--- src/rtl/board_loader_if.sv ---
// Serial pattern input and row-store write port of the board loader.
// master: pattern source / memory side; slave: board_loader.
interface board_loader_if #(
  parameter int COLS = 8,
  parameter int AW   = 3
);
  logic            ser_bit;
  logic            ser_valid;
  logic            ser_ready;
  logic            mem_wr_ok;
  logic            wr_en;
  logic [AW-1:0]   wr_addr;
  logic [COLS-1:0] wr_data;

  modport master (
    output ser_bit, ser_valid, mem_wr_ok,
    input  ser_ready, wr_en, wr_addr, wr_data
  );

  modport slave (
    input  ser_bit, ser_valid, mem_wr_ok,
    output ser_ready, wr_en, wr_addr, wr_data
  );
endinterface

--- src/rtl/board_loader.sv ---
// board_loader: shifts a serial Life pattern in and writes it row by row
// into the row store, only while the store's write slot is open.
// Ports: ph1 clock, reset (async, high), start, bus (serial in with
// ready/valid, row write port), busy, load_done pulse, par_err (sticky).
// Optional macro BOARD_LOADER_PARITY_EN: one even-parity beat per row.
module board_loader #(
  parameter int ROWS = 8,
  parameter int COLS = 8,
  parameter int AW   = 3
) (
  input  logic           ph1,
  input  logic           reset,
  input  logic           start,
  board_loader_if.slave  bus,
  output logic           busy,
  output logic           load_done,
  output logic           par_err
);

  localparam logic [1:0] S_IDLE  = 2'd0;
  localparam logic [1:0] S_SHIFT = 2'd1;
  localparam logic [1:0] S_WRITE = 2'd2;
  localparam logic [1:0] S_DONE  = 2'd3;

`ifdef BOARD_LOADER_PARITY_EN
  localparam int BEATS = COLS + 1;
`else
  localparam int BEATS = COLS;
`endif
  localparam int BW = $clog2(BEATS + 1);

  localparam logic [BW-1:0] LAST_BEAT = BW'(BEATS - 1);
  localparam logic [AW-1:0] LAST_ROW  = AW'(ROWS - 1);

  logic [1:0]      state;
  logic [AW-1:0]   row;
  logic [BW-1:0]   bitcnt;
  logic [COLS-1:0] shift;

  assign bus.ser_ready = (state == S_SHIFT);
  assign bus.wr_en     = (state == S_WRITE) && bus.mem_wr_ok;
  assign bus.wr_addr   = row;
  assign bus.wr_data   = shift;
  assign busy          = (state != S_IDLE);
  assign load_done     = (state == S_DONE);

`ifdef BOARD_LOADER_PARITY_EN
  logic perr_q;
  assign par_err = perr_q;
`else
  assign par_err = 1'b0;
`endif

  always_ff @(posedge ph1 or posedge reset) begin
    if (reset) begin
      state  <= S_IDLE;
      row    <= '0;
      bitcnt <= '0;
      shift  <= '0;
`ifdef BOARD_LOADER_PARITY_EN
      perr_q <= 1'b0;
`endif
    end else begin
      unique case (state)
        S_IDLE: begin
          if (start) begin
            state  <= S_SHIFT;
            row    <= '0;
            bitcnt <= '0;
          end
        end
        S_SHIFT: begin
          if (bus.ser_valid) begin
`ifdef BOARD_LOADER_PARITY_EN
            // Parity beat is checked, never shifted in.
            if (bitcnt == LAST_BEAT) begin
              bitcnt <= '0;
              if (bus.ser_bit != ^shift) begin
                perr_q <= 1'b1;
                shift  <= '0;
              end else begin
                state <= S_WRITE;
              end
            end else begin
              shift  <= {shift[COLS-2:0], bus.ser_bit};
              bitcnt <= bitcnt + BW'(1);
            end
`else
            shift <= {shift[COLS-2:0], bus.ser_bit};
            if (bitcnt == LAST_BEAT) begin
              bitcnt <= '0;
              state  <= S_WRITE;
            end else begin
              bitcnt <= bitcnt + BW'(1);
            end
`endif
          end
        end
        S_WRITE: begin
          if (bus.mem_wr_ok) begin
            if (row == LAST_ROW) begin
              state <= S_DONE;
            end else begin
              row   <= row + AW'(1);
              state <= S_SHIFT;
            end
          end
        end
        S_DONE: state <= S_IDLE;
        default: state <= S_IDLE;
      endcase
    end
  end

endmodule

--- src/flat_wrapper.sv ---
// flat-port wrapper written by rule: the top's interface ports become plain ports
module board_loader_flat 
#(
  parameter int ROWS = 8,
  parameter int COLS = 8,
  parameter int AW   = 3
)
  (ph1, reset, start, busy, load_done, par_err, bus_ser_bit, bus_ser_valid, bus_mem_wr_ok, bus_ser_ready, bus_wr_en, bus_wr_addr, bus_wr_data);
  board_loader_if #(.COLS(COLS), .AW(AW)) bus_i ();
  input  logic ph1;
  input  logic reset;
  input  logic start;
  output logic busy;
  output logic load_done;
  output logic par_err;
  input wire logic [$bits(bus_i.ser_bit)-1:0] bus_ser_bit;
  input wire logic [$bits(bus_i.ser_valid)-1:0] bus_ser_valid;
  input wire logic [$bits(bus_i.mem_wr_ok)-1:0] bus_mem_wr_ok;
  output wire logic [$bits(bus_i.ser_ready)-1:0] bus_ser_ready;
  output wire logic [$bits(bus_i.wr_en)-1:0] bus_wr_en;
  output wire logic [$bits(bus_i.wr_addr)-1:0] bus_wr_addr;
  output wire logic [$bits(bus_i.wr_data)-1:0] bus_wr_data;
  assign bus_i.ser_bit = bus_ser_bit;
  assign bus_i.ser_valid = bus_ser_valid;
  assign bus_i.mem_wr_ok = bus_mem_wr_ok;
  assign bus_ser_ready = bus_i.ser_ready;
  assign bus_wr_en = bus_i.wr_en;
  assign bus_wr_addr = bus_i.wr_addr;
  assign bus_wr_data = bus_i.wr_data;
  board_loader #(.ROWS(ROWS), .COLS(COLS), .AW(AW)) u_core (.ph1(ph1), .reset(reset), .start(start), .bus(bus_i), .busy(busy), .load_done(load_done), .par_err(par_err));
endmodule
--- config.mk ---
export PLATFORM = sky130hd
export DESIGN_NAME = board_loader_flat
export DESIGN_NICKNAME = d
export VERILOG_FILES = /design/src/rtl/board_loader_if.sv /design/src/rtl/board_loader.sv /design/src/flat_wrapper.sv
export SDC_FILE = /design/constraint.sdc
export NUM_CORES = 1
export LEC_CHECK = 0
export CAP_MARGIN = 25
export CORE_AREA = 2 2 47 49
export CTS_CLUSTER_SIZE = 24
export DETAILED_ROUTE_END_ITERATION = 12
export DIE_AREA = 0 0 49 51
export PLACE_DENSITY = 0.84
export SETUP_SLACK_MARGIN = 0.4
export SYNTH_ARGS = -nofsm -noshare
export SYNTH_HDL_FRONTEND = slang
export SYNTH_SLANG_ARGS = --single-unit
--- constraint.sdc ---
create_clock -name ph1 -period 1.95 [get_ports ph1]
set_input_delay 0.39 -clock ph1 [delete_from_list [all_inputs] [get_ports ph1]]
set_output_delay 0.39 -clock ph1 [all_outputs]
set_load 0.01 [all_outputs]
Word level (Yosys, flattened, before mapping)
Cells that the tools add are included.
{ "word_totals": {"register_bits": 17} }
{ "op_classes": {"addsub": 2, "eq_ne": 10, "mux": 14, "reduce_logical": 9} }
{ "op_table": {"columns": ["operator", "n"], "rows": [
  ["$mux 4", 3],
  ["$mux 2", 5],
  ["$mux 3", 3],
  ["$ne 2x2->1 const B", 4],
  ["$pmux 2 s4", 1],
  ["$pmux 4 s2", 1],
  ["$reduce_and 4->1", 2],
  ["$pmux 3 s2", 1],
  ["$reduce_bool 2->1", 3],
  ["$add 4x1->4 const B", 1],
  ["$eq 2x2->1 const B", 2],
  ["$eq 4x3->1 const B", 1],
  ["$add 3x1->3 const B", 1],
  ["$eq 3x3->1 const B", 1],
  ["$reduce_and 3->1", 1],
  ["$eq 2x1->1 const B", 1],
  ["$logic_not 2->1", 1],
  ["$ne 2x1->1 const B", 1],
  ["$reduce_and 2->1", 1],
  ["$logic_and 1x1->1", 1]
]} }

Longest topological paths before layout
Gate-level depths: netlist of run 1.
{ "logic_depth": {"depth_word": 4, "depth_mapped": 5, "mapped_depth_nobuf": 5} }

Worst setup path before layout of run 1
No wires, ideal clock.
{ "synth_path": {"path_kind": "reg-to-reg", "start": "register u_core.row[0] (netlist: u_core.bus.wr_addr[0])", "end": "register u_core.row[0] (netlist: u_core.bus.wr_addr[0])", "arrival_ns": 1.436, "t_required_ns": 1.825, "slack_ns": 0.389, "path_stages_with_launch": 6, "path_buffers": 0, "synth_period_minus_slack_ns": 1.561, "path_cell_list": "dfrtp_1 ha_1 ha_1 and4bb_4 a21oi_2 mux2_4"} }
{ "synth_between": {"elab_chain_cells": 4, "elab_cells_between_ends": 7} }
{ "synth_lines": {"columns": ["element", "line_no", "source"], "rows": [
  ["start: declaration", "board_loader.sv:36", "logic [AW-1:0] row;"],
  ["start signal: assignment", "board_loader.sv:104", "row <= row + AW'(1);"],
  ["$add 3x1->3", "board_loader.sv:104", null],
  ["$mux 3", "board_loader.sv:101", "if (row == LAST_ROW) begin"],
  ["$mux 3", "board_loader.sv:100", "if (bus.mem_wr_ok) begin"],
  ["$pmux 3 s2", "board_loader.sv:64", "unique case (state)"]
]} }
Several ways; a longest one is shown, not always the timed one. The select of a mux whose other input is x is not followed.
A chain may end at the register's enable or synchronous reset.

Final worst setup path of run 1
{ "layout_path": {"start": "register u_core.state[0]", "end": "output port bus_wr_en"} }
{ "layout_between": {"elab_chain_cells": 2} }
{ "layout_lines": {"columns": ["element", "line_no", "source"], "rows": [
  ["start: declaration", "board_loader.sv:35", "logic [1:0] state;"],
  ["start signal: assignment", "board_loader.sv:56", "state <= S_IDLE;"],
  ["start signal: assignment", "board_loader.sv:67", "state <= S_SHIFT;"],
  ["start signal: assignment", "board_loader.sv:92", "state <= S_WRITE;"],
  ["$eq 2x2->1", "board_loader.sv:41", "assign bus.wr_en = (state == S_WRITE) && bus.mem_wr_ok;"],
  ["$logic_and 1x1->1", "board_loader.sv:41", null],
  ["end: declaration", "flat_wrapper.sv:20", "output wire logic [$bits(bus_i.wr_en)-1:0] bus_wr_en;"]
]} }
Every way passes these cells.

==> results of run 1 <==
timing repair:
action | CTS | global route
buffers inserted | 12 | 3
setup endpoints to repair | 16 | 12
pin swaps | 1 | 2
resized for setup | 31 | 7
endpoints found under the hold margin | 0 | 0
cells by family after synthesis:
| kind of cell | Yosys count |
|---|---|
| flops | 17 |
| compound gates | 13 |
| simple gates | 16 |
| other cells | 1 |
| buf+inv | 8 |
| mux | 11 |
| fa+ha+maj | 3 |
metal layers:
| layer | vias to the layer above | wire (um) |
|---|---|---|
| li1 | 321 | - |
| met4 | 0 | 48 |
| met1 | 355 | 831 |
| met2 | 27 | 1030 |
| met3 | 5 | 81 |
| met5 | - | 0 |
area by class of cell:
cell class | instances | area share, %
flip-flops and latches | 17 | 34.8
well taps | 28 | 2.85
repair buffers | 37 | 24.7
inverters | 4 | 1.22
clock inverters | 1 | 0.407
clock buffers | 3 | 1.83
multi-input cells | 44 | 34.1
registers in the layout, summed over array words and instances, names as in the netlist:
register and count:
u_core.state 2, u_core.bus.wr_data 8, u_core.bus.wr_addr 3, u_core.bitcnt 4
path summary, 6_finish.rpt:
check,startpoint,endpoint,slack [ps],cells after the start
worst max-delay path,u_core.state[0]$_DFFE_PP0P_,bus_wr_en,380,3
worst min-delay path,reset,u_core.bus.wr_data[1]$_DFFE_PP0P_,480,2
worst max register to register,u_core.bus.wr_addr[1]$_DFFE_PP0P_,u_core.bus.wr_addr[0]$_DFFE_PP0P_,420,5
worst min register to register,u_core.bus.wr_data[7]$_DFFE_PP0P_,u_core.bus.wr_data[7]$_DFFE_PP0P_,500,1
max in group asynchronous,reset,u_core.state[1]$_DFFE_PP0P_,1020,2
min in group ph1,u_core.bus.wr_data[7]$_DFFE_PP0P_,u_core.bus.wr_data[7]$_DFFE_PP0P_,500,1
layout by cell type (no fill, tap or decap), types with 2 or more instances in the layout:
cell              n
a22o_1            5
dfrtp_1          15
buf_2             2
dlygate4sd2_1    12
clkdlybuf4s50_1   4
clkbuf_2          2
clkbuf_4          3
buf_4            14
nand2_1           3
inv_1             4
nand3b_1          2
mux2_1            9
buf_6             3
dfrtp_2           2
where the power goes:
| part | switching, mW | total, mW | leakage [nW] | internal [mW] |
|---|---|---|---|---|
| sequential | 0.108 | 0.588 | 0.209 | 0.481 |
| clock | 0.112 | 0.188 | 0.0177 | 0.0763 |
| combinational | 0.254 | 0.592 | 0.371 | 0.338 |
per-stage QoR:
step           setup TNS (ps)  power (mW)  hold slack, ps  instances  cell area (um2)
3_3_place_gp            -81.3        1.12             474        115             1080
5_1_grt                     0        1.46             533        134             1230
2_1_floorplan               0       0.878             316         69              858
4_1_cts                     0        1.35             501        131             1190
6_report                    0        1.37             481        134             1230
3_5_place_dp             -107        1.14             484        115             1080
worst register-to-register path, stage by stage (launching register included):
cell and delay (ps):
dfrtp_1 420, ha_2 220, ha_4 160, and4bb_4 330, a21oi_2 50, mux2_4 260
==> results.yml, run 1 <==
global_routing:
  grt_max_degree: 18
  use_met1_pct: 19.8
  met3_usage_pct: 4.39
  antenna_found_initial: 0
  grt_busiest_layer: "met2"
  gr-total-overflow: 0
  grt_pass1_vias: 705
  grt_pass1_wl_um: 3270
  grt_usage_pct: 17.4
  gr-usage-met2_pct: 28.8
routing:
  vias: 708
  drt_iter0_drc: 16
  drc_errors: 0
  wl_um: 2000
  ant_nets: 0
  first_pass_iters: 5
  via_per_inst: 5.28
  post_drt_wl_per_cell_um: 14.9
synthesis:
  ys_seq_elements: 17
  synth_area_per_cell_um2: 12.4
  synth.most_common_cell: "dfrtp_1"
  synth_area_um2: 858
  muxShareOfSynthArea_pct: 14.7
  yosysWarnings: 0
  yosys-top-cells-count: "dfrtp_1 (17), mux2_1 (9), a22o_1 (5)"
  netlist_instances: 69
  yosys.area_share.adder_pct: 4.37
  ys_seq_area_share_pct: 49.6
  synth_edf_count: 0
  yosysTopAreaCell: "dfrtp_1"
  synth_top_family_by_area: "multiplexers"
  synth_cell_types: 31
  synth_area_leaders: "dfrtp_1 (50%), mux2_1 (12%), a22o_1 (5.1%)"
  synth-compound-area-share_pct: 12.2
  async_flop_share_pct: 100
  synth_nets: 78
  synth_top_flop_cell: "dfrtp_1"
  synth_xor_area_share_pct: 0
  synth_top_area_share_pct: 49.6
  yosys.area_share.simple_pct: 13.3
worst_setup_path:
  cp.required_ps: 1560
  path_class: "flop to primary output"
  critPathArrivalTime_ps: 1180
  cp_max_fo: 4
  endpoint_kind: "primary output"
  cp_top_family: "flip-flops"
  crit_chain: "buf_6 -> nor3b_2 -> buf_2"
  crit_buf_inv: 2
  cp-start-kind: "flop"
  cpMaxStageDelayCell: "dfrtp_2"
  max_stage_delay_ps: 470
sta:
  finalMaxSlewViolations: 0
  setup_viol: 0
  fin_worst_skew_ps: 1.94
  min_period_ps: 1570
  worst_slew_pin_slew_ps: 650
  hold_violations: 0
  rsz0062_at_grt: "yes"
  setup_ws_ps: 379
  period_share_pct: 80.6
  timing.fmax_mhz: 637
  slew_headroom_pct: 56.6
cells_and_area:
  regArea_um2: 428
  multiInputGateArea_um2: 419
  post-route-util_pct: 59.6
  fill_cells: 177
  area_growth_pct: 43.1
  drive_above_1_share_pct: 34.0
  nNetsFinal: 116
  diodes: 0
die:
  initial_core_util_pct: 41.6
  die_y_um: 51
  ios: 22
  dieArea_um2: 2500
  row_count: 17
  dieWidth_um: 49
  core_um2: 2060
clock_network:
  cts_tree: "yes"
  htreeDepth: 1
  cts_hold_buf: 0
  path_clk_slew_ps: 100
  cts_buffer_depth: 2
  clk_latency_ps: 290
  cts_made_buffers: 3
  cts_root_buf: "clkbuf_4"
  clock_sinks: 17
status:
  status: "finished clean"
power:
  powerDensity_nw_per_um2: 1110
  irDropWorstVdd_mv: 0.787
  p_leak_nw: 0.598
place:
  dpl_worst_slack_ps: -107
  io_buffers: 20
  gp_routability_congestion: 0.766
  dp_hpwl_um: 1130
run:
  maxCapViolations: 0
hold_path:
  hp-class: "input port to asynchronous set/reset pin"
Note: power is estimated with default switching activity, not from simulation.
==> run 2: changes to the inputs <==
--- a/config.mk
+++ b/config.mk
@@ -6,11 +6,11 @@
 export NUM_CORES = 1
 export LEC_CHECK = 0
 export CAP_MARGIN = 25
-export CORE_AREA = 2 2 47 49
+export CORE_AREA = 2 2 49 51
 export CTS_CLUSTER_SIZE = 24
 export DETAILED_ROUTE_END_ITERATION = 12
-export DIE_AREA = 0 0 49 51
-export PLACE_DENSITY = 0.84
+export DIE_AREA = 0 0 51 53
+export PLACE_DENSITY = 0.82
 export SETUP_SLACK_MARGIN = 0.4
 export SYNTH_ARGS = -nofsm -noshare
 export SYNTH_HDL_FRONTEND = slang
==> constraint.sdc (replaced) <==
create_clock -name ph1 -period 1.42 [get_ports ph1]
set_input_delay 0.284 -clock ph1 [delete_from_list [all_inputs] [get_ports ph1]]
set_output_delay 0.284 -clock ph1 [all_outputs]
set_load 0.01 [all_outputs]
==> run 2 against run 1 <==
The flow now finishes with violations (negative setup slack). Clock power rose by 40%. Cell area up 18%. Routed wire length increased by 25%. Critical path type is now flop to flop. Clock skew increased by 3.0 ps. Count of clock-buffer cells in the layout is the same. First-iteration DRC count rose by 31%. Sequential power is 39% higher. Highest routed layer unchanged. Via count up 8.1%. Utilization increased by 7.8 points. Global-route usage fell by 1.1 points.
==> results.yml, run 2 (synthesis results as in run 1) <==
routing:
  first_pass_iters: 4
  wl_um: 2500
  vias: 765
  ant_nets: 0
  drt_iter0_drc: 21
  post_drt_wl_per_cell_um: 16.3
  drc_errors: 0
  via_per_inst: 5.00
hold_path:
  hp-class: "input port to asynchronous set/reset pin"
global_routing:
  grt_max_degree: 18
  grt_usage_pct: 16.2
  gr-total-overflow: 0
  met3_usage_pct: 2.54
  use_met1_pct: 17.4
  antenna_found_initial: 0
  grt_pass1_vias: 748
  grt_busiest_layer: "met2"
  gr-usage-met2_pct: 31.4
  grt_pass1_wl_um: 3220
power:
  p_clk_share_pct: 11.1
  power.total_mw: 2.38
  p_int_mw: 1.57
  irDropWorstVdd_mv: 1.02
  powerDensity_nw_per_um2: 1640
  combPwrFrac_pct: 54.5
  pwr-share-seq_pct: 34.4
  swShare_pct: 33.7
  p_switching_mw: 0.801
  p_leak_nw: 0.742
worst_setup_path:
  crit_buf_inv: 0
  cp_max_fo: 3
  path_class: "flop to flop"
  cp-start-kind: "flop"
  crit_chain: "ha_2 -> ha_2 -> and4bb_4 -> a21oi_2 -> mux2_4"
  cp_top_family: "flip-flops"
  max_stage_delay_ps: 420
  cpMostUsedCell: "ha_2"
  cpMaxStageDelayCell: "dfrtp_1"
  endpoint_kind: "flop"
  cp.required_ps: 1600
  critPathArrivalTime_ps: 1720
cells_and_area:
  regArea_um2: 429
  design_area_um2: 1450
  diodes: 0
  multiInputGateArea_um2: 480
  final_common_cell: "buf_4"
  fill_cells: 138
  final_cell_mix: "buf_4 (25), buf_6 (15), dfrtp_1 (14), buf_2 (11), mux2_4 (10)"
  area_growth_pct: 68.7
  nNetsFinal: 135
  largest_reg_flops: 8
  drive_above_1_share_pct: 64.8
status:
  status: "finished with violations"
  violations: "negative setup slack"
clock_network:
  cts_tree: "yes"
  cts_hold_buf: 0
  cts_root_buf: "clkbuf_4"
  path_clk_slew_ps: 100
  clk_latency_ps: 290
  htreeDepth: 1
  clock_sinks: 17
  cts_buffer_depth: 2
  cts_made_buffers: 3
die:
  dieWidth_um: 51
  initial_core_util_pct: 40.0
  ios: 22
  die_y_um: 53
  dieArea_um2: 2700
  row_count: 17
  core_um2: 2150
sta:
  rsz0062_at_grt: "yes"
  finalMaxSlewViolations: 0
  fin_tns_setup_ps: -587
  hold_violations: 0
  setup_viol: 15
  period_share_pct: 108
  setup_ws_ps: -113
  min_period_ps: 1530
  timing.fmax_mhz: 652
  fin_worst_skew_ps: 4.89
place:
  gp_routability_congestion: 0.733
  dpl-instance-area_um2: 1240
  io_buffers: 20
  dpl_worst_slack_ps: -423
run:
  maxCapViolations: 0
[run 2: cell count changes in the layout (fill, tap and decap cells not counted), moves of 2 or more]
cell           before  now
buf_4              14   25
clkbuf_2            2    0
buf_2               2   11
mux2_1              9    0
buf_6               3   15
mux2_4              1   10
dlygate4sd2_1      12    1
[run 2: final timing paths]
check / startpoint / endpoint / slack [ps] / depth (start not counted)
worst max-delay path: u_core.bus.wr_addr[1]$_DFFE_PP0P_ / u_core.bus.wr_addr[0]$_DFFE_PP0P_ / -110 / 5
worst min-delay path: reset / u_core.bus.wr_data[5]$_DFFE_PP0P_ / 310 / 3
worst max register to register: u_core.bus.wr_addr[1]$_DFFE_PP0P_ / u_core.bus.wr_addr[0]$_DFFE_PP0P_ / -110 / 5
worst min register to register: u_core.bus.wr_data[5]$_DFFE_PP0P_ / u_core.bus.wr_data[5]$_DFFE_PP0P_ / 560 / 1
max in group asynchronous: reset / u_core.bitcnt[0]$_DFFE_PP0P_ / 890 / 3
min in group ph1: bus_ser_valid / u_core.bitcnt[0]$_DFFE_PP0P_ / 530 / 3
[run 2: repair_timing]
action,CTS,global route
resized for setup,70,16
gates cloned,0,1
pin swaps,0,6
setup endpoints to repair,32,32
buffers inserted,14,8
[run 2: through the flow]
stage          cells  util (%)  hold WS [ps]
6_report         153      67.4           313
2_1_floorplan     69         -           210
3_5_place_dp     126      57.6           512
4_1_cts          144      62.1           312
5_1_grt          153      67.4           327
3_3_place_gp     126      57.6           495
[run 2: power groups by stage]
stage	Clock (mW)	Combinational, mW	Sequential, mW
after floorplan	0	0.543	0.864
after global placement	0	0.982	0.822
after detailed placement	0	0.996	0.838
after CTS	0.268	1.13	0.791
after global routing	0.299	1.39	0.831
final	0.264	1.29	0.818
[run 2: cell type report]
| cell class | count | share of cell area, % |
|---|---|---|
| clock buffer | 3 | 1.56 |
| tap | 28 | 2.42 |
| clock inverter | 1 | 0.346 |
| multi-input combinational | 44 | 33.2 |
| sequential | 17 | 29.6 |
| timing repair buffer | 56 | 31.8 |
| inverter | 4 | 1.04 |
[run 2: metal layers]
metal	wire [um]	part of all wire (%)
met1	1060	43
met2	1320	53
met3	74	3.0
met4	42	1.7
met5	0	0
[run 2: worst register-to-register path: stages (launching register included)]
cell and delay, ps:
dfrtp_1 420, ha_2 190, ha_2 170, and4bb_4 320
a21oi_2 50, mux2_4 270
==> run 3: changes to the inputs <==
--- a/config.mk
+++ b/config.mk
@@ -6,12 +6,13 @@
 export NUM_CORES = 1
 export LEC_CHECK = 0
 export CAP_MARGIN = 25
-export CORE_AREA = 2 2 49 51
+export CORE_AREA = 5 5 52 54
 export CTS_CLUSTER_SIZE = 24
 export DETAILED_ROUTE_END_ITERATION = 12
-export DIE_AREA = 0 0 51 53
+export DIE_AREA = 0 0 57 59
 export PLACE_DENSITY = 0.82
 export SETUP_SLACK_MARGIN = 0.4
 export SYNTH_ARGS = -nofsm -noshare
 export SYNTH_HDL_FRONTEND = slang
 export SYNTH_SLANG_ARGS = --single-unit
+export TNS_END_PERCENT = 5
==> run 3 against run 2 <==
The run still ends with negative setup slack left. Cell area is 15% lower. Largest cell class unchanged. Non-clock buffer count is 22 lower. Maximum frequency is 0.54% lower. First-iteration DRC count decreased by 52%. Worst setup slack worse by 8.4 ps. Sequential share of layout area rose by 5.1 points. Power fell by 16%. Combinational power shrank 31%. Critical path type unchanged.
==> results.yml, run 3 (synthesis results as in run 1) <==
place:
  placed_cells: 125
  dpl_worst_slack_ps: -442
  io_buffers: 20
  dp_hpwl_um: 1380
  gp_routability_congestion: 0.752
clock_network:
  htreeDepth: 1
  path_clk_slew_ps: 110
  cts_hold_buf: 0
  cts_made_buffers: 3
  clock_sinks: 17
  cts_buffer_depth: 2
  cts_root_buf: "clkbuf_4"
  clk_latency_ps: 310
  cts_tree: "yes"
worst_setup_path:
  endpoint_kind: "flop"
  cp-start-kind: "flop"
  cpMaxStageDelayCell: "dfrtp_1"
  cp_top_family: "flip-flops"
  rr_worst_depth: 5
  max_stage_delay_ps: 410
  crit_chain: "ha_2 -> ha_4 -> and4bb_4 -> a21oi_4 -> mux2_4"
  timing.rr.end: "u_core.bus.wr_addr[0]$_DFFE_PP0P_"
  critPathArrivalTime_ps: 1750
  crit_buf_inv: 0
  r2r_slack_ps: -120
  cp.required_ps: 1620
  path_class: "flop to flop"
  rr_startpoint: "u_core.bus.wr_addr[1]$_DFFE_PP0P_"
  cp_max_fo: 3
power:
  p_switching_mw: 0.692
  p_leak_nw: 0.589
  swShare_pct: 34.8
  irDropWorstVdd_mv: 1.18
  combPwrFrac_pct: 45.1
  p_int_mw: 1.30
  powerDensity_nw_per_um2: 1610
  p_clk_share_pct: 14.0
  pwr-share-seq_pct: 40.9
  power.total_mw: 1.99
routing:
  drc_errors: 0
  post_drt_wl_per_cell_um: 16.3
  first_pass_iters: 5
  drt_iter0_drc: 10
  wl_um: 2130
  via_per_inst: 5.24
  vias: 686
  ant_nets: 0
global_routing:
  grt_pass1_wl_um: 3280
  grt_max_degree: 18
  grt_pass1_vias: 679
  antenna_found_initial: 0
  grt_usage_pct: 12.9
  gr-total-overflow: 0
cells_and_area:
  area_growth_pct: 43.6
  largest_reg_flops: 8
  final_cell_mix: "dfrtp_1 (15), buf_2 (12), buf_4 (10), mux2_4 (9), buf_6 (7)"
  post-route-util_pct: 56.8
  diodes: 0
  nNetsFinal: 113
  final_cells: 131
  final_common_cell: "dfrtp_1"
  drive_above_1_share_pct: 53.4
sta:
  rsz0062_at_grt: "yes"
  finalMaxSlewViolations: 0
  hold_violations: 0
  fin_worst_skew_ps: 4.29
  fin_tns_setup_ps: -813
  min_period_ps: 1540
  setup_viol: 14
  timing.fmax_mhz: 649
  period_share_pct: 109
  setup_ws_ps: -122
die:
  dieArea_um2: 3360
  row_count: 17
  die_y_um: 59
  ios: 22
  initial_core_util_pct: 39.6
  core_um2: 2170
  dieWidth_um: 57
status:
  violations: "negative setup slack"
  status: "finished with violations"
hold_path:
  hp-class: "input port to asynchronous set/reset pin"
run:
  maxCapViolations: 0
-- run 3: timing repair --
item | 4_1_cts | 5_1_grt
setup buffers | 2 | 0
pin swaps | 5 | 7
gates cloned | 0 | 0
setup endpoints to repair | 32 | 32
resized for setup | 64 | 21
-- run 3: final cells by class --
cell class              instances  area, um2
fillers                       196        937
inverters                       4       15.0
clock inverters                 1       7.51
flip-flops and latches         17        428
repair buffers                 34        264
multi-input cells              44        460
well taps                      28       35.0
clock buffers                   3       22.5
-- run 3: worst max path at each step --
stage | from | to | slack (ps) | cells past startpoint
6_report | u_core.bus.wr_addr[1]$_DFFE_PP0P_ | u_core.bus.wr_addr[0]$_DFFE_PP0P_ | -120 | 5
5_1_grt | u_core.state[1]$_DFFE_PP0P_ | u_core.bitcnt[3]$_DFFE_PP0P_ | -150 | 6
4_1_cts | u_core.bus.wr_addr[1]$_DFFE_PP0P_ | u_core.bus.wr_addr[0]$_DFFE_PP0P_ | -100 | 5
3_5_place_dp | bus_mem_wr_ok | bus_wr_en | -440 | 4
3_3_place_gp | bus_mem_wr_ok | bus_wr_en | -410 | 4
2_1_floorplan | u_core.bus.wr_addr[0]$_DFFE_PP0P_ | u_core.bus.wr_addr[0]$_DFFE_PP0P_ | -60 | 5
-- run 3: worst min-delay path: stages --
cell             delay [ps]
clkdlybuf4s50_1         390
inv_1                    60
buf_4                   240
-- run 3: metrics by stage --
stage               hold WS [ps]  cell area, um2
finish                       279            1230
global placement             479            1160
CTS                          278            1220
detailed placement           490            1160
floorplan                    210             863
global route                 296            1230
-- run 3: power by group through the flow --
stage               Sequential [mW]  Clock (mW)  Combinational [mW]
floorplan                     0.838           0               0.367
global placement              0.801           0               0.802
detailed placement            0.814           0               0.829
CTS                           0.805       0.279               0.867
global route                  0.835       0.306               0.964
finish                        0.812       0.279               0.896
-- run 3: metal layers --
layer / vias up / wire length [um] / track usage (%)
met3: 5 / 136 / 2.83
met1: 329 / 871 / 15.6
met5: - / 0 / 0
li1: 318 / - / -
met4: 0 / 39 / 4.97
met2: 34 / 1080 / 22.3
